==> src/rtl/axis_pkg.sv <==
// Shared types and sizing helpers for the AXI-Stream output packing path.
package axis_pkg;

  localparam int SUM_WIDTH_DEF = 32;
  localparam int BUS_WIDTH_DEF = 32;

  typedef enum logic {IDLE, SEND} state_t;

  function automatic int beats_per_row(input int k, input int s, input int b);
    return k * s / b;
  endfunction

endpackage

==> src/rtl/axis_pack_output.sv <==
// Serializes one wide PE result row into BUS_WIDTH beats, LSB lane first, tlast per frame.
// Latency: first beat valid the cycle after the row handshake; BEATS cycles per row at full rate.
// Backpressure: m_axis_tready=0 freezes all state; the next row is taken only as the last beat leaves.
module axis_pack_output
  import axis_pkg::*;
#(
  parameter int KERNEL_SIZE    = 16,
  parameter int SUM_WIDTH      = SUM_WIDTH_DEF,
  parameter int BUS_WIDTH      = BUS_WIDTH_DEF,
  parameter int ROWS_PER_FRAME = 16
) (
  input  logic                            clk,
  input  logic                            rst,
  input  logic [KERNEL_SIZE*SUM_WIDTH-1:0] s_axis_tdata,
  input  logic                            s_axis_tvalid,
  output logic                            s_axis_tready,
  output logic [BUS_WIDTH-1:0]            m_axis_tdata,
  output logic                            m_axis_tvalid,
  output logic                            m_axis_tlast,
  input  logic                            m_axis_tready,
  output logic                            frame_done
);

  localparam int ROW_W = KERNEL_SIZE * SUM_WIDTH;
  localparam int BEATS = beats_per_row(KERNEL_SIZE, SUM_WIDTH, BUS_WIDTH);
  localparam int CW    = (BEATS > 1) ? $clog2(BEATS) : 1;
  localparam int RW    = (ROWS_PER_FRAME > 1) ? $clog2(ROWS_PER_FRAME) : 1;
  localparam logic [CW-1:0] LAST_BEAT = CW'(BEATS - 1);
  localparam logic [RW-1:0] LAST_ROW  = RW'(ROWS_PER_FRAME - 1);

  state_t            state;
  logic [CW-1:0]     beat_cnt;
  logic [RW-1:0]     row_cnt;
  logic [ROW_W-1:0]  shreg;
  logic              last_beat;
  logic              beat_acc;

  assign last_beat     = (beat_cnt == LAST_BEAT);
  assign beat_acc      = (state == SEND) && m_axis_tready;
  assign m_axis_tvalid = (state == SEND);
  assign m_axis_tdata  = shreg[BUS_WIDTH-1:0];
  assign m_axis_tlast  = (state == SEND) && last_beat && (row_cnt == LAST_ROW);
  // Next row is taken in the same cycle the current row's last beat leaves.
  assign s_axis_tready = !rst && ((state == IDLE) || ((state == SEND) && last_beat && m_axis_tready));

  always_ff @(posedge clk) begin
    if (rst) begin
      state      <= IDLE;
      beat_cnt   <= '0;
      row_cnt    <= '0;
      shreg      <= '0;
      frame_done <= 1'b0;
    end else begin
      frame_done <= beat_acc && m_axis_tlast;
      case (state)
        IDLE: begin
          if (s_axis_tvalid) begin
            shreg    <= s_axis_tdata;
            beat_cnt <= '0;
            state    <= SEND;
          end
        end
        SEND: begin
          if (m_axis_tready) begin
            if (!last_beat) begin
              shreg    <= shreg >> BUS_WIDTH;
              beat_cnt <= beat_cnt + CW'(1);
            end else begin
              row_cnt <= (row_cnt == LAST_ROW) ? '0 : row_cnt + RW'(1);
              if (s_axis_tvalid) begin
                shreg    <= s_axis_tdata;
                beat_cnt <= '0;
              end else begin
                state <= IDLE;
              end
            end
          end
        end
      endcase
    end
  end

endmodule

==> config.mk <==
export PLATFORM = sky130hd
export DESIGN_NAME = axis_pack_output
export DESIGN_NICKNAME = d
export VERILOG_FILES = /design/src/rtl/axis_pkg.sv /design/src/rtl/axis_pack_output.sv
export SDC_FILE = /design/constraint.sdc
export NUM_CORES = 1
export LEC_CHECK = 0
export BUFFER_PORTS_ARGS = -buffer_cell sky130_fd_sc_hd__buf_2
export CAP_MARGIN = 20
export CORE_MARGIN = 2
export CORE_UTILIZATION = 35
export DETAILED_ROUTE_END_ITERATION = 6
export GPL_TIMING_DRIVEN = 1
export MAX_ROUTING_LAYER = met4
export PLACE_DENSITY_LB_ADDON = 0.3
export SLEW_MARGIN = 20
export SYNTH_ARGS = -nofsm -noshare
export SYNTH_HDL_FRONTEND = slang
export SYNTH_SLANG_ARGS = --single-unit
==> constraint.sdc <==
create_clock -name clk -period 4 [get_ports clk]
set_input_delay 0.4 -clock clk [delete_from_list [all_inputs] [get_ports clk]]
set_output_delay 0.4 -clock clk [all_outputs]
set_load 0.01 [all_outputs]
==> impl_metrics.tcl, run 1 <==
set metrics [dict create \
    grt_first_pass_wirelength_microns 127000 \
    drt_iter0_drc 1995 \
    hold_depth 2 \
    crit_end "m_axis_tlast" \
    synth_flop_cell "dfxtp_1" \
    cp_data_arrival_time_ps 2550 \
    rows 91 \
    max_slew_margin 0.366 \
    cts.path.max_buffers 3 \
    synth_edf_count 0 \
    ant_nets 0 \
    grt_pass1_vias 20800 \
    antenna_found_initial 21 \
    finalHoldViolCount 0 \
    port_buffers 551 \
    p_total_w 0.0125 \
    path_clk_slew_ps 60 \
    multi_input_area_sq_um 10200 \
    area_growth_pct 36.4 \
    drv_slew 0 \
    crit_required_ps 3600 \
    cts_made_buffers 57 \
    fin_area_sq_um 30000 \
    finalSetupViolCount 0 \
    post-route-period-util 0.737 \
    yosysUniqueCellTypes 40 \
    synthCells 2058 \
    cts_hold_buf 315 \
    worst_r2r_path_depth 6 \
    drc 0 \
    setup_tns_ps 0 \
    core_area_sq_um 61900 \
    drv_cap 0 \
    vias_per_cell 5.68 \
    r2r_start "beat_cnt[0]" \
    finalWirelength_microns 86300 \
    gr-total-overflow 0 \
    htree_num_levels 2 \
    worstReg2RegEnd "shreg[332]" \
    syn-cell-area_sq_um 22000 \
    run_status "complete, no violations" \
    ys_ff_latch 522 \
    clock_skew_ps 23.0 \
    crit_type "reg -> out" \
    dieArea_sq_um 64900 \
    synth_top_cell_by_area "dfxtp_1" \
    power_density_nw_per_um2 417 \
    hpwlAfterDp_microns 56200 \
    syn_nets 2576 \
    clock_latency_ps 610 \
    period_needed_ps 2950 \
    min_path_type "in -> reg" \
    regArea_sq_um 10500 \
    post_cts_buffers 0 \
    power_leakage_nw 12.8 \
    rsz0062_at_grt "no" \
    cp_max_fo 51 \
    gp_congestion 0.870 \
    async_reset_ff_frac 0 \
    clock-sinks 522 \
    fillers 5728 \
    post_cts_resized 0 \
    synth.area.top_cells "dfxtp_1, a221o_1, nor3b_1" \
    die_x_microns 255 \
    dr.pass1.iters 5 \
    critPathLaunchType "register" \
    ys_seq_area_frac 0.475 \
    dieHeight_microns 255 \
    worst_pin_slew_ps 952 \
    start_util 0.356 \
    tritoncts "done" \
    pin_count 552 \
    drive_gt1_frac 0.249 \
    ir_worst_vdd_mv 0.287 \
    critPathCaptureType "primary output" \
    synth.yosys.warnings 0 \
    max_freq_ghz 0.339 \
    nets 3259 \
    clockRootBuffer "clkbuf_16" \
    grtUsageTotal 0.260 \
    route.vias.total 20700 \
    post_drt_wl_per_cell_microns 23.6 \
    yosysTopAreaCellShare 0.475 \
    grt_max_degree 231 \
    startpoint "beat_cnt[0]" \
    synth_area_per_cell_sq_um 10.7 \
    dpl_cell_area_sq_um 24900 \
    r2r_slack_ps 1100 \
]
-- flip-flops by register name, summed over array words and instances (netlist names) --
signal	cells
row_cnt	4
beat_cnt	4
frame_done	1
m_axis_tvalid	1
shreg	512
-- where the power goes --
part           switching, W  total [W]  internal [W]
logic              0.000682    0.00149      0.000811
clock network       0.00221    0.00534       0.00313
registers          0.000171    0.00571       0.00554
-- layout by cell type, fill, tap and decap left out, types with 2 or more instances in the layout --
cell type / netlist / routed
clkinv_2: 0 / 11
o211ai_1: 4 / 4
a21oi_1: 18 / 17
a221o_1: 477 / 477
a32oi_1: 3 / 3
inv_6: 0 / 2
buf_12: 0 / 14
mux2_2: 5 / 5
inv_1: 2 / 2
o31ai_1: 2 / 2
diode_2: 0 / 26
clkbuf_8: 0 / 21
o21ai_0: 10 / 10
dlygate4sd3_1: 0 / 315
a22o_1: 27 / 27
clkbuf_16: 0 / 59
and4_1: 14 / 14
a32o_1: 2 / 2
and3_1: 195 / 194
buf_2: 89 / 550
clkbuf_1: 103 / 12
nor2b_1: 196 / 196
nand2_1: 4 / 3
nor3b_1: 270 / 270
buf_4: 77 / 23
dfxtp_1: 522 / 522
nor2_1: 2 / 2
nand3_1: 6 / 5
ha_1: 2 / 2
-- worst max-delay path, cell delays in order, from the launching register on --
cell	delay, ps
dfxtp_1	410
ha_1	420
nand3_4	610
nor3_1	350
buf_2	170
-- Yosys cell counts, types with 2 or more instances --
library cell	instances
inv_1	2
dfxtp_1	522
nor2b_1	196
buf_4	77
buf_2	89
a32o_1	2
nand3_1	6
a32oi_1	3
nor2_1	2
and3_1	195
o21ai_0	10
a22o_1	27
a221o_1	477
ha_1	2
mux2_2	5
nand2_1	4
o31ai_1	2
nor3b_1	270
o211ai_1	4
buf_1	11
and4_1	14
a21oi_1	18
clkbuf_1	103
-- per-stage QoR --
stage | utilization | hold WS [ps] | std cells | worst slack [ps]
floorplan | - | 434 | 2058 | 2090
global placement | 0.402 | 448 | 3203 | 1390
detailed placement | 0.402 | 450 | 3203 | 1250
CTS | 0.483 | 0.113 | 3624 | 1040
global route | 0.485 | 8.08 | 3647 | 888
finish | 0.485 | 31.9 | 3651 | 1050
-- worst min-delay path by stage --
stage | startpoint | endpoint | slack (ps)
floorplan | shreg[480] | shreg[480] | 430
global placement | shreg[485] | shreg[485] | 450
detailed placement | shreg[491] | shreg[491] | 450
CTS | s_axis_tdata[38] | shreg[38] | 0.1
global route | s_axis_tdata[42] | shreg[42] | 8
finish | s_axis_tdata[183] | shreg[183] | 30
-- cell families (layout without fill, tap and decap cells) --
logic type,Yosys count,count (layout),share of synthesized area
muxes,6,6,0.00301
DFF,522,522,0.475
adders and majority gates,2,2,0.00114
other,0,26,0
and+or+nand+nor,696,696,0.214
AOI/OAI and AO/OA,549,549,0.241
buffers and inverters,283,1013,0.0664
-- area by class of cell --
type                            count  share of cell area
Antenna cell                       26             0.00217
Multi-Input combinational cell   1253               0.338
Clock buffer                       91              0.0598
Tap cell                          837              0.0349
Sequential cell                   522               0.348
Clock inverter                     15             0.00371
Inverter                            3            0.000375
Timing Repair Buffer              904               0.213
-- metal layers --
layer | up-vias | global-route usage | wire [microns] | part of all wire
met4 | 0 | 0.102 | 3470 | 0.040
met5 | - | - | 0 | 0
met3 | 171 | 0.0398 | 5860 | 0.068
li1 | 9512 | - | - | -
met2 | 895 | 0.424 | 41100 | 0.48
met1 | 10200 | 0.323 | 35900 | 0.42
Note: power is estimated with default switching activity, not from simulation.
==> run 2, diff against run 1 <==
--- a/config.mk
+++ b/config.mk
@@ -5,6 +5,7 @@
 export SDC_FILE = /design/constraint.sdc
 export NUM_CORES = 1
 export LEC_CHECK = 0
+export ABC_AREA = 1
 export BUFFER_PORTS_ARGS = -buffer_cell sky130_fd_sc_hd__buf_2
 export CAP_MARGIN = 20
 export CORE_MARGIN = 2
==> constraint.sdc (replaced) <==
create_clock -name clk -period 2.6 [get_ports clk]
set_input_delay 0.26 -clock clk [delete_from_list [all_inputs] [get_ports clk]]
set_output_delay 0.26 -clock clk [all_outputs]
set_load 0.01 [all_outputs]
==> impl_metrics.tcl, run 2 <==
set metrics [dict create \
    critPathCaptureType "primary output" \
    r2r_slack_ps 520 \
    drt_iter0_drc 3121 \
    path_clk_slew_ps 60 \
    grtUsageTotal 0.252 \
    synth_top_cell_by_area "dfxtp_1" \
    crit_type "reg -> out" \
    grt_pass1_vias 30700 \
    grt_max_degree 150 \
    yosysTopAreaCellShare 0.345 \
    finalWirelength_microns 115000 \
    synth.most_common_cell "nand2_1" \
    port_buffers 551 \
    ys_seq_area_frac 0.345 \
    power_leakage_nw 20.7 \
    die_x_microns 298 \
    antenna_found_initial 2 \
    gp_congestion 0.903 \
    post-route-period-util 0.943 \
    drv_slew 0 \
    cp_max_fo 14 \
    dp_slack_ps 386 \
    yosysUniqueCellTypes 25 \
    dieArea_sq_um 89000 \
    cts_made_buffers 60 \
    top_regs "shreg (512), beat_cnt (4), row_cnt (4)" \
    dieHeight_microns 298 \
    setup_tns_ps 0 \
    async_reset_ff_frac 0 \
    drv_cap 0 \
    largest_reg_flops 512 \
    gr-total-overflow 0 \
    ant_nets 0 \
    synth.area.top_cells "dfxtp_1, nand2_1, nand3_1" \
    rsz0062_at_grt "no" \
    clock-sinks 522 \
    fin_ws_ps 147 \
    area_growth_pct 21.7 \
    ys_ff_latch 522 \
    p_total_w 0.0215 \
    cts.path.max_buffers 3 \
    fin_util 0.431 \
    period_needed_ps 2450 \
    synthCells 5309 \
    run_status "complete, no violations" \
    syn_nets 5827 \
    synth_compound_area_frac 0.0364 \
    clock_latency_ps 620 \
    crit_required_ps 2340 \
    dr.pass1.iters 5 \
    synth_edf_count 0 \
    critPathLaunchType "register" \
    synth_flop_cell "dfxtp_1" \
    nets 6210 \
    route.vias.total 34000 \
    grt_first_pass_wirelength_microns 174000 \
    pin_count 552 \
    mostFrequentLayoutCell "nand2_1" \
    ir_worst_vdd_mv 0.372 \
    power_density_nw_per_um2 584 \
    syn-cell-area_sq_um 30300 \
    finalHoldViolCount 0 \
    max_slew_margin 0.455 \
    synthXorXnorAreaFrac 0.000289 \
    tritoncts "done" \
    htree_num_levels 2 \
    whs_ps 37.9 \
    synth_area_per_cell_sq_um 5.71 \
    synth_fa_ha_area_frac 0.000825 \
    synthMuxAreaShare 0.000330 \
    cp_data_arrival_time_ps 2190 \
    synth_common_cells "nand2_1, nand3_1, inv_1" \
    regMostFlops "shreg" \
    drive_gt1_frac 0.133 \
    post_drt_wl_per_cell_microns 16.7 \
    max_freq_ghz 0.408 \
    start_util 0.355 \
    most-common-layout-cells "nand2_1, nand3_1, buf_2" \
    worst_pin_slew_ps 817 \
    core_area_sq_um 85500 \
    finalSetupViolCount 0 \
    drc 0 \
    vias_per_cell 4.93 \
    synthSimpleGateAreaFrac 0.487 \
    rows 107 \
    hpwlAfterDp_microns 79100 \
    synth.yosys.warnings 0 \
    min_path_type "in -> reg" \
    synth_top_family_by_area "simple AND/OR/NAND/NOR gates" \
    clock_skew_ps 12.0 \
    clockRootBuffer "clkbuf_16" \
]
[run 2: layout make-up]
type                    instances  area (sq um)
flip-flops and latches        522         10500
fillers                      9247         48700
diodes                          2          5.00
multi-input cells            3843         16000
clock inverters                23           304
repair buffers                731          4870
well taps                    1144          1430
clock buffers                  89          1840
inverters                     534          2030
[run 2: per-layer routing]
| metal | global-route usage | share of wire |
|---|---|---|
| met1 | 0.327 | 0.43 |
| met5 | - | 0 |
| met3 | 0.0246 | 0.059 |
| met2 | 0.406 | 0.47 |
| met4 | 0.0932 | 0.038 |
[run 2: power by group]
part | switching, W | internal (W)
sequential | 0.000398 | 0.00845
clock | 0.00365 | 0.00557
combinational | 0.00216 | 0.00132
[run 2: final timing paths]
| kind | from | endpoint | cells after the start |
|---|---|---|---|
| min reg2reg | shreg[486] | shreg[486] | 2 |
| max reg2reg | beat_cnt[0] | shreg[51] | 8 |
| min | s_axis_tdata[477] | shreg[477] | 5 |
| max | beat_cnt[0] | s_axis_tready | 6 |
[run 2: timing repair]
action / in CTS / in global routing
buffers inserted: 1 / 0
endpoints found under the setup margin: 1 / 0
hold buffers: 82 / 0
gates resized for setup: 1 / 0
endpoints found under the hold margin: 83 / 0
[run 2: logic make-up (layout without fill, tap and decap cells)]
family | count (synthesis) | after routing
muxes | 1 | 1
DFF | 522 | 522
buffers and inverters | 944 | 1377
and+or+nand+nor | 3641 | 3641
xor gates and xnor gates | 1 | 1
other | 0 | 2
AOI/OAI and AO/OA | 198 | 198
adders and majority gates | 2 | 2
[run 2: worst max-delay path: stages, from the launching register on]
cell	delay, ps
dfxtp_1	390
ha_1	260
nand3_4	250
o21ai_4	280
nand2_4	60
inv_2	120
buf_2	200
[run 2: metrics by stage]
| stage | std cells | cell area (sq um) |
|---|---|---|
| after floorplan | 5309 | 30300 |
| after global placement | 6691 | 33900 |
| after detailed placement | 6691 | 33900 |
| after CTS | 6886 | 36900 |
| after global routing | 6888 | 36900 |
| final | 6888 | 36900 |
